`config.mk`:
```
export PLATFORM = sky130hd
export DESIGN_NAME = mem_bus_responder
export DESIGN_NICKNAME = d
export VERILOG_FILES = /design/src/rtl/mem_bus_responder_pkg.sv /design/src/rtl/mem_bus_responder_addr_mux.sv /design/src/rtl/mem_bus_responder.sv
export SDC_FILE = /design/constraint.sdc
export NUM_CORES = 1
export LEC_CHECK = 0
export CAP_MARGIN = 0
export CORE_MARGIN = 10
export CORE_UTILIZATION = 37
export DETAILED_ROUTE_END_ITERATION = 8
export PLACE_DENSITY_LB_ADDON = 0.2
export SYNTH_ARGS = -nofsm -noshare
export SYNTH_HDL_FRONTEND = slang
export SYNTH_HIERARCHICAL = 1
export SYNTH_SLANG_ARGS = --single-unit
```
`constraint.sdc`:
```
create_clock -name clk -period 2.5 [get_ports clk]
set_clock_uncertainty 0.2 [all_clocks]
set_input_delay 0.5 -clock clk [delete_from_list [all_inputs] [get_ports clk]]
set_output_delay 0.5 -clock clk [all_outputs]
set_load 0.1 [all_outputs]
```
`src/rtl/mem_bus_responder_pkg.sv`:
```
// Shared definitions for the stage-2 memory responder: control-word fields, selector codes and
// FSM states. Also imported by stage-2 benches.
package mem_bus_responder_pkg;

  typedef enum logic [2:0] {
    StIdle,
    StAccess,
    StWait,
    StDone,
    StDma
  } state_e;

  typedef enum logic [2:0] {
    AddrNone  = 3'd0,
    AddrPcra0 = 3'd1,
    AddrPcra1 = 3'd2,
    AddrSp    = 3'd3,
    AddrSi    = 3'd4,
    AddrDi    = 3'd5,
    AddrTx    = 3'd6,
    AddrRsvd  = 3'd7
  } addr_sel_e;

  localparam logic [3:0] SelMem    = 4'hF;
  localparam int unsigned BusReqBit = 13;

  function automatic logic [3:0] assert_sel(input logic [15:0] word);
    return word[3:0];
  endfunction

  function automatic logic [3:0] load_sel(input logic [15:0] word);
    return word[7:4];
  endfunction

  function automatic addr_sel_e addr_sel(input logic [15:0] word);
    return addr_sel_e'(word[12:10]);
  endfunction

endpackage

```
`src/rtl/mem_bus_responder_addr_mux.sv`:
```
// Combinational address-source mux: selects one of six 16-bit sources, 0 for codes 0 and 7.
module mem_addr_mux
  import mem_bus_responder_pkg::*;
(
  input  addr_sel_e   sel_i,
  input  logic [15:0] pcra0_i,
  input  logic [15:0] pcra1_i,
  input  logic [15:0] sp_i,
  input  logic [15:0] si_i,
  input  logic [15:0] di_i,
  input  logic [15:0] tx_i,
  output logic [15:0] addr_o
);

  always_comb begin
    addr_o = '0;
    unique case (sel_i)
      AddrPcra0: addr_o = pcra0_i;
      AddrPcra1: addr_o = pcra1_i;
      AddrSp:    addr_o = sp_i;
      AddrSi:    addr_o = si_i;
      AddrDi:    addr_o = di_i;
      AddrTx:    addr_o = tx_i;
      default:   addr_o = '0;
    endcase
  end

endmodule

```
`src/rtl/mem_bus_responder.sv`:
```
// Memory-side responder for the stage-2 control word: runs one read or write with wait states,
// a ready handshake and timeout, stalls the pipeline meanwhile, and hands the bus to DMA.
module mem_bus_responder
  import mem_bus_responder_pkg::*;
#(
  parameter int unsigned WAIT_STATES = 1,
  parameter int unsigned TIMEOUT     = 15
) (
  input  logic        clk,
  input  logic        reset,
  input  logic [15:0] controls_in,
  input  logic        ctl_valid,
  input  logic [15:0] pcra0,
  input  logic [15:0] pcra1,
  input  logic [15:0] sp,
  input  logic [15:0] si,
  input  logic [15:0] di,
  input  logic [15:0] tx,
  input  logic [7:0]  bus_wdata,
  input  logic [7:0]  mem_rdata,
  input  logic        mem_ready,
  input  logic        dma_req,
  output logic [15:0] mem_addr,
  output logic [7:0]  mem_wdata,
  output logic        mem_req,
  output logic        mem_we,
  output logic [7:0]  bus_rdata,
  output logic        rdata_valid,
  output logic        stall,
  output logic        dma_grant,
  output logic        fault
);

  state_e      state_q, state_d;
  logic [3:0]  cnt_q, cnt_d;
  logic [15:0] mem_addr_q, mem_addr_d;
  logic [7:0]  mem_wdata_q, mem_wdata_d;
  logic        mem_we_q, mem_we_d;
  logic [7:0]  bus_rdata_q, bus_rdata_d;
  logic        rdata_valid_q, rdata_valid_d;
  logic        fault_q, fault_d;
  logic        mem_req_q, stall_q, dma_grant_q;
  logic        mem_req_d, stall_d, dma_grant_d;

  logic        rd, wr, access, illegal;
  addr_sel_e   asel;
  logic [15:0] src_addr;

  logic unused_ctl;
  assign unused_ctl = ^{controls_in[15:14], controls_in[9:8]};

  assign rd      = (assert_sel(controls_in) == SelMem);
  assign wr      = (load_sel(controls_in) == SelMem);
  assign asel    = addr_sel(controls_in);
  assign access  = rd | wr;
  assign illegal = (rd & wr) | (access & ((asel == AddrNone) | (asel == AddrRsvd)));

  mem_addr_mux u_addr_mux (
    .sel_i   (asel),
    .pcra0_i (pcra0),
    .pcra1_i (pcra1),
    .sp_i    (sp),
    .si_i    (si),
    .di_i    (di),
    .tx_i    (tx),
    .addr_o  (src_addr)
  );

  always_comb begin
    state_d       = state_q;
    cnt_d         = cnt_q;
    mem_addr_d    = mem_addr_q;
    mem_wdata_d   = mem_wdata_q;
    mem_we_d      = mem_we_q;
    bus_rdata_d   = bus_rdata_q;
    rdata_valid_d = 1'b0;
    fault_d       = 1'b0;

    unique case (state_q)
      StIdle: begin
        if (ctl_valid) begin
          if (illegal) begin
            fault_d = 1'b1;
          end else if (access) begin
            mem_addr_d  = src_addr;
            mem_wdata_d = bus_wdata;
            mem_we_d    = wr;
            cnt_d       = '0;
            state_d     = (WAIT_STATES == 0) ? StWait : StAccess;
          end else if (controls_in[BusReqBit] && dma_req) begin
            state_d = StDma;
          end
        end
      end
      StAccess: begin
        if (cnt_q == 4'(WAIT_STATES - 1)) begin
          cnt_d   = '0;
          state_d = StWait;
        end else begin
          cnt_d = cnt_q + 4'd1;
        end
      end
      StWait: begin
        // Ready wins over a timeout landing on the same cycle.
        if (mem_ready) begin
          state_d = StDone;
          if (!mem_we_q) begin
            bus_rdata_d   = mem_rdata;
            rdata_valid_d = 1'b1;
          end
        end else if ((TIMEOUT != 0) && (cnt_q == 4'(TIMEOUT - 1))) begin
          fault_d  = 1'b1;
          mem_we_d = 1'b0;
          state_d  = StIdle;
        end else if (cnt_q != 4'hF) begin
          cnt_d = cnt_q + 4'd1;
        end
      end
      StDone: begin
        mem_we_d = 1'b0;
        state_d  = StIdle;
      end
      StDma: begin
        if (!dma_req) state_d = StIdle;
      end
      default: state_d = StIdle;
    endcase

    mem_req_d   = (state_d == StAccess) || (state_d == StWait);
    stall_d     = mem_req_d || (state_d == StDma);
    dma_grant_d = (state_d == StDma);
  end

  always_ff @(posedge clk) begin
    if (reset) begin
      state_q       <= StIdle;
      cnt_q         <= '0;
      mem_addr_q    <= '0;
      mem_wdata_q   <= '0;
      mem_we_q      <= 1'b0;
      bus_rdata_q   <= '0;
      rdata_valid_q <= 1'b0;
      fault_q       <= 1'b0;
      mem_req_q     <= 1'b0;
      stall_q       <= 1'b0;
      dma_grant_q   <= 1'b0;
    end else begin
      state_q       <= state_d;
      cnt_q         <= cnt_d;
      mem_addr_q    <= mem_addr_d;
      mem_wdata_q   <= mem_wdata_d;
      mem_we_q      <= mem_we_d;
      bus_rdata_q   <= bus_rdata_d;
      rdata_valid_q <= rdata_valid_d;
      fault_q       <= fault_d;
      mem_req_q     <= mem_req_d;
      stall_q       <= stall_d;
      dma_grant_q   <= dma_grant_d;
    end
  end

  assign mem_addr    = mem_addr_q;
  assign mem_wdata   = mem_wdata_q;
  assign mem_we      = mem_we_q;
  assign mem_req     = mem_req_q;
  assign bus_rdata   = bus_rdata_q;
  assign rdata_valid = rdata_valid_q;
  assign stall       = stall_q;
  assign dma_grant   = dma_grant_q;
  assign fault       = fault_q;

endmodule

```
; ---- Word-level counts from Yosys, hierarchy flattened
; Index checks and enable logic that the tools add are counted.
[totals]
register_bits = 45
in_bits = 133
[op_classes]
add_sub_neg = 1
n_bitwise = 9
n_eq_ne = 25
mux = 30
reduce_logical = 13
[op_table]
columns = operator, count
row1 = 16-bit case mux with 6 select lines, 1
row2 = 4-bit 2-to-1 mux, 7
row3 = 3-bit 2-to-1 mux, 8
row4 = "3-bit == test, second input constant", 6
row5 = "3-bit by 2-bit == test with 1-bit output, second input constant", 5
row6 = "2-bit inequality test, second input constant", 7
row7 = "4-bit == test, second input constant", 3
row8 = 3-bit case mux with 4 select lines, 1
row9 = 4-bit case mux with 3 select lines, 1
row10 = 1-bit 2-to-1 mux, 10
row11 = "3-bit by 1-bit == test with 1-bit output, second input constant", 3
row12 = 7-bit AND reduction, 1
row13 = 3-bit zero test, 2
row14 = 6-bit AND reduction, 1
row15 = 3-bit nonzero test, 2
row16 = "4-bit by 1-bit adder with 4-bit output, second input constant", 1
row17 = 4-bit zero test, 1
row18 = "4-bit inequality test, second input constant", 1
row19 = 1-bit inverter, 4
row20 = 4-bit AND reduction, 1
row21 = 1-bit OR, 3
row22 = 1-bit case mux with 3 select lines, 1
row23 = 3-bit AND reduction, 1
row24 = 3-bit OR reduction, 1
row25 = other kinds (4), 6

; ---- Depth between registers and ports, before layout
[logic_depth]
ltp_word = 10
mapped_depth = 7
ltp_nobuf = 6

; ---- By module
; Netlist, hierarchy kept.
[modules_own_cells]
columns = mod, cells_each, area_each_um2, n_inst
row1 = mem_bus_responder, 226, 2013.2, 1
row2 = mem_addr_mux, 114, 892.1, 1

; ---- Worst setup path after synthesis
; No wires, ideal clock.
[synth_timing]
path_kind = in2reg
startpoint = input port controls_in[10]
endpoint = register mem_we_q, in the netlist mem_we
required_time_ns = 2.165
path_slack_ns = 0.673
t_arrival_ns = 1.492
n_path_buf = 1
setup_time_ns = 0.135
cell_stages = 5
path_cell_list = or3_4 -> and3_1 -> buf_6 -> a211oi_1 -> a211oi_1
[synth_between]
elab_chain_cells = 6
[synth_rtl]
columns = element, line_no
row1 = start: declaration, mem_bus_responder.sv:11  ; input logic [15:0] controls_in,
row2 = 3-bit == test / 3-bit zero test (equally long branches), mem_bus_responder.sv:56  ; assign illegal = (rd & wr) | (access & ((asel == AddrNone) | (asel == AddrRsvd)));
row3 = 1-bit OR (*), mem_bus_responder.sv:56
row4 = 1-bit bitwise AND (*), mem_bus_responder.sv:56
row5 = 1-bit OR (*), mem_bus_responder.sv:56
row6 = 2-bit inequality test (no line) (*), n/a
row7 = 6-bit AND reduction (no line) (*), n/a
row8 = end signal: assignment, mem_bus_responder.sv:152  ; mem_we_q <= mem_we_d;
row9 = end: declaration, mem_bus_responder.sv:38  ; logic mem_we_q, mem_we_d;
; Every way passes the cells marked *; elsewhere a longest branch is shown, timed or not.
; A chain may end at the register's enable or synchronous reset.

; ---- Final worst setup path
[layout_timing]
startpoint = input port controls_in[10]
endpoint = register mem_addr_q[13], in the netlist mem_addr[13]
[layout_lines]
columns = element, line_no
row1 = "3-bit == test, or another cell as far along", mem_bus_responder_addr_mux.sv:17  ; unique case (sel_i)
row2 = 16-bit case mux with 6 select lines (*), mem_bus_responder_addr_mux.sv:17
row3 = via src_addr[13], mem_bus_responder.sv:47  ; logic [15:0] src_addr;
row4 = end signal: assignment, mem_bus_responder.sv:150  ; mem_addr_q <= mem_addr_d;
row5 = end: declaration, mem_bus_responder.sv:36  ; logic [15:0] mem_addr_q, mem_addr_d;
; The timed path passes the listed nets; every way through them passes the cells marked *.

==> run_summary.xml <==
<?xml version="1.0" encoding="UTF-8"?>
<metrics>
  <group name="run_status">
    <metric name="outcome" unit="">finished, final reports clean</metric>
  </group>
  <group name="hold_path">
    <metric name="min_delay_path_depth" unit="">2</metric>
    <metric name="holdCritPathClass" unit="">flop to flop</metric>
    <metric name="worst_hold_startpoint" unit="">mem_addr[3]</metric>
    <metric name="hold_path_end" unit="">mem_addr[3]</metric>
  </group>
  <group name="synth">
    <metric name="synth_sequential_area_ratio" unit="%">31.0</metric>
    <metric name="ys.flop_type" unit="">sky130_fd_sc_hd__dfxtp_1</metric>
    <metric name="synthesis.area_per_instance" unit="µm²">8.54</metric>
    <metric name="netlist.top_cell.by_area" unit="">sky130_fd_sc_hd__dfxtp_1</metric>
    <metric name="netlist-cell-type-count" unit="">56</metric>
    <metric name="synth_async_sr_flop_share" unit="%">0</metric>
    <metric name="synthTopCellsByArea" unit="">sky130_fd_sc_hd__dfxtp_1, sky130_fd_sc_hd__mux2i_1, sky130_fd_sc_hd__nand3_1</metric>
    <metric name="synth.net_count" unit="">476</metric>
    <metric name="synth_seq_cells" unit="">45</metric>
    <metric name="synth_top_area_share" unit="%">31.0</metric>
    <metric name="ys_warn_count" unit="">6</metric>
    <metric name="netlist_area" unit="µm²">2910</metric>
    <metric name="synth_cells" unit="">340</metric>
    <metric name="synth_enable_flop_cells" unit="">0</metric>
  </group>
  <group name="floorplan">
    <metric name="fp.dieArea" unit="µm²">11800</metric>
    <metric name="die_width" unit="µm">109</metric>
    <metric name="initial_core_util" unit="%">37.8</metric>
    <metric name="design.portCount" unit="">171</metric>
    <metric name="coreArea" unit="µm²">7690</metric>
    <metric name="rows" unit="">32</metric>
    <metric name="die_height" unit="µm">109</metric>
  </group>
  <group name="grt">
    <metric name="grt_usage" unit="%">17.6</metric>
    <metric name="number_of_global_route_vias_before_repair" unit="">3291</metric>
    <metric name="maximum_number_of_pins_on_one_net_before_global_route_repair" unit="">40</metric>
    <metric name="grt_overflow" unit="">0</metric>
    <metric name="grt_pass1_wl" unit="µm">16700</metric>
    <metric name="antenna_found_initial" unit="">0</metric>
  </group>
  <group name="clock_tree">
    <metric name="clk-insertion-delay-late" unit="ns">0.29</metric>
    <metric name="clock_sink_count" unit="">45</metric>
    <metric name="cts-buffers-inserted" unit="">5</metric>
    <metric name="post_cts.repair.setup_buffers" unit="">0</metric>
    <metric name="cts_resized" unit="">0</metric>
    <metric name="clk_path_buf_depth" unit="">2</metric>
    <metric name="tritoncts" unit="">built</metric>
    <metric name="cts_hold_repair.buffers" unit="">0</metric>
    <metric name="worst_setup_hold_path_clk_slew" unit="ns">0.08</metric>
    <metric name="htree_levels" unit="">2</metric>
    <metric name="clockRootBuffer" unit="">sky130_fd_sc_hd__clkbuf_8</metric>
  </group>
  <group name="timing">
    <metric name="rsz0062_at_grt" unit="">false</metric>
    <metric name="finalMaxSlewViolations" unit="">0</metric>
    <metric name="report.final.hold_viol_count" unit="">0</metric>
    <metric name="period_share" unit="%">87.7</metric>
    <metric name="slew_headroom" unit="%">66.0</metric>
    <metric name="setup_tns" unit="ns">0</metric>
    <metric name="final-setup-viol-count" unit="">0</metric>
    <metric name="min_period" unit="ns">2.19</metric>
    <metric name="tightest_slew" unit="ns">0.509</metric>
    <metric name="clock.fmax" unit="MHz">456</metric>
    <metric name="timing.hold.ws" unit="ns">0.278</metric>
  </group>
  <group name="detailed_routing">
    <metric name="drt_iter0_markers" unit="">125</metric>
    <metric name="drt_wl_total" unit="µm">10800</metric>
    <metric name="drc" unit="">0</metric>
    <metric name="via_count" unit="">3201</metric>
    <metric name="detail_route.wl_per_cell" unit="µm">17.9</metric>
    <metric name="drt_pass_1_iters" unit="">6</metric>
    <metric name="post_route_antenna_net_violation_count" unit="">0</metric>
    <metric name="avgViaCountPerCell" unit="">5.30</metric>
  </group>
  <group name="pwr">
    <metric name="vdd_ir_drop_max" unit="mV">0.183</metric>
    <metric name="cellPowerDensity" unit="nW/µm²">369</metric>
    <metric name="p_leak" unit="nW">1.81</metric>
  </group>
  <group name="finish">
    <metric name="design.final.nets" unit="">639</metric>
    <metric name="top_library_cells_by_usage_in_the_layout_fill_and_taps_aside" unit="">sky130_fd_sc_hd__clkdlybuf4s50_1, sky130_fd_sc_hd__buf_4, sky130_fd_sc_hd__dfxtp_1, sky130_fd_sc_hd__nand3_1, sky130_fd_sc_hd__a21oi_1</metric>
    <metric name="layout_commonest_cell" unit="">sky130_fd_sc_hd__clkdlybuf4s50_1</metric>
    <metric name="diodes_inserted" unit="">0</metric>
    <metric name="drive_gt1_share" unit="%">20.3</metric>
    <metric name="flow.area_growth_from_synthesis" unit="%">63.0</metric>
  </group>
  <group name="critical_path">
    <metric name="arrival_time_at_the_worst_endpoint" unit="ns">2.16</metric>
    <metric name="required" unit="ns">2.47</metric>
    <metric name="timing_worst_setup_path_type" unit="">input pin to flop</metric>
    <metric name="crit_path_top_delay_cell" unit="">sky130_fd_sc_hd__clkdlybuf4s50_1</metric>
    <metric name="critical_path.endpoint_type" unit="">flop</metric>
    <metric name="timing.critical_path.cells" unit="">clkdlybuf4s50_1, buf_12, mux2_2, a221oi_1, a31oi_1, nand3_1, a21oi_1</metric>
    <metric name="regToRegEndpoint" unit="">mem_addr[5]</metric>
    <metric name="timing.critical_path.from" unit="">controls_in[10]</metric>
    <metric name="r2r_cells" unit="">5</metric>
    <metric name="rr_startpoint" unit="">state_q[2]</metric>
    <metric name="critical_path_peak_fanout" unit="">22</metric>
    <metric name="worstSetupStartpointType" unit="">input pin</metric>
    <metric name="reg2reg_slack" unit="ns">0.61</metric>
    <metric name="critPathMaxStageDelay" unit="ns">0.52</metric>
  </group>
  <group name="place">
    <metric name="dp.final_hpwl" unit="µm">8590</metric>
    <metric name="gpl.final_weighted_congestion" unit="">0.825</metric>
    <metric name="io_buffers" unit="">166</metric>
  </group>
  <group name="flow_run">
    <metric name="max_cap_viol_count" unit="">0</metric>
  </group>
</metrics>
-- metal layers --
metal	GRT usage (%)	wire length, µm	part of all wire (%)
met3	7.61	906	8.4
met5	0	0	0
met1	18.4	4030	37
met4	2.54	87	0.80
met2	32.5	5780	53
-- worst max-delay path: cells and delay by family --
kind                   cells  cell delay (ns)
multiplexers               1             0.35
buffers and inverters      2             0.70
AO/OA/AOI/OAI              3             0.50
AND/OR/NAND/NOR            1             0.10
-- cell families (layout without fill, tap and decap cells) --
logic type / after synthesis / after routing / synth area share [%]
xor gates and xnor gates: 2 / 2 / 0.603
muxes: 41 / 41 / 15.1
buffers and inverters: 32 / 194 / 6.98
DFF: 45 / 45 / 31.0
and+or+nand+nor: 111 / 111 / 22.2
adders and majority gates: 3 / 3 / 1.29
AOI/OAI and AO/OA: 106 / 106 / 22.9
-- worst max-delay path by stage --
| stage | end | slack, ns | depth (start not counted) |
|---|---|---|---|
| final | mem_addr[13] | 0.31 | 7 |
| after global routing | mem_addr[2] | 0.24 | 7 |
| after floorplan | mem_we | 0.67 | 5 |
| after detailed placement | mem_addr[13] | 0.002 | 7 |
| after CTS | mem_addr[13] | 0.32 | 7 |
| after global placement | mem_addr[13] | 0.01 | 7 |
-- power by group --
group	internal (W)	total, W	leakage, nW	switching, W
clock network	0.000184	0.000412	0.0399	0.000227
registers	0.000729	0.000740	0.363	0.0000104
logic	0.000318	0.000594	1.41	0.000276
-- stage by stage --
step	instances	power [W]	instance area (µm²)	util [%]	setup WS, ns
2_1_floorplan	340	0.00105	2910	-	0.673
3_3_place_gp	598	0.00134	4660	60.6	0.0130
3_5_place_dp	598	0.00135	4660	60.6	0.00170
4_1_cts	604	0.00176	4740	61.6	0.315
5_1_grt	604	0.00184	4740	61.6	0.239
6_report	604	0.00175	4740	61.6	0.307
-- synth_stat cells (all sizes together), types with 8 or more instances --
library cell and count:
nand2 19, mux2i 25, o21ai 28, a31oi 15
a221oi 16, clkbuf 12, dfxtp 45, buf 16
nand3 34, a21oi 31, nor2b 8, or2 15
nor2 13, mux2 16
-- area by class of cell --
type / count / area [µm²]
flip-flops and latches: 45 / 901
well taps: 102 / 128
inverters: 4 / 15.0
clock inverters: 1 / 5.00
fillers: 706 / 2950
clock buffers: 5 / 68.8
repair buffers: 184 / 1800
multi-input cells: 263 / 1820
-- flip-flops by register name, indices dropped and copies added (netlist names) --
| name | count |
|---|---|
| bus_rdata | 8 |
| cnt_q | 4 |
| dma_grant | 1 |
| fault | 1 |
| mem_addr | 16 |
| mem_req | 1 |
| mem_wdata | 8 |
| mem_we | 1 |
| rdata_valid | 1 |
| stall | 1 |
| state_q | 3 |
(Power assumes the default switching activity.)
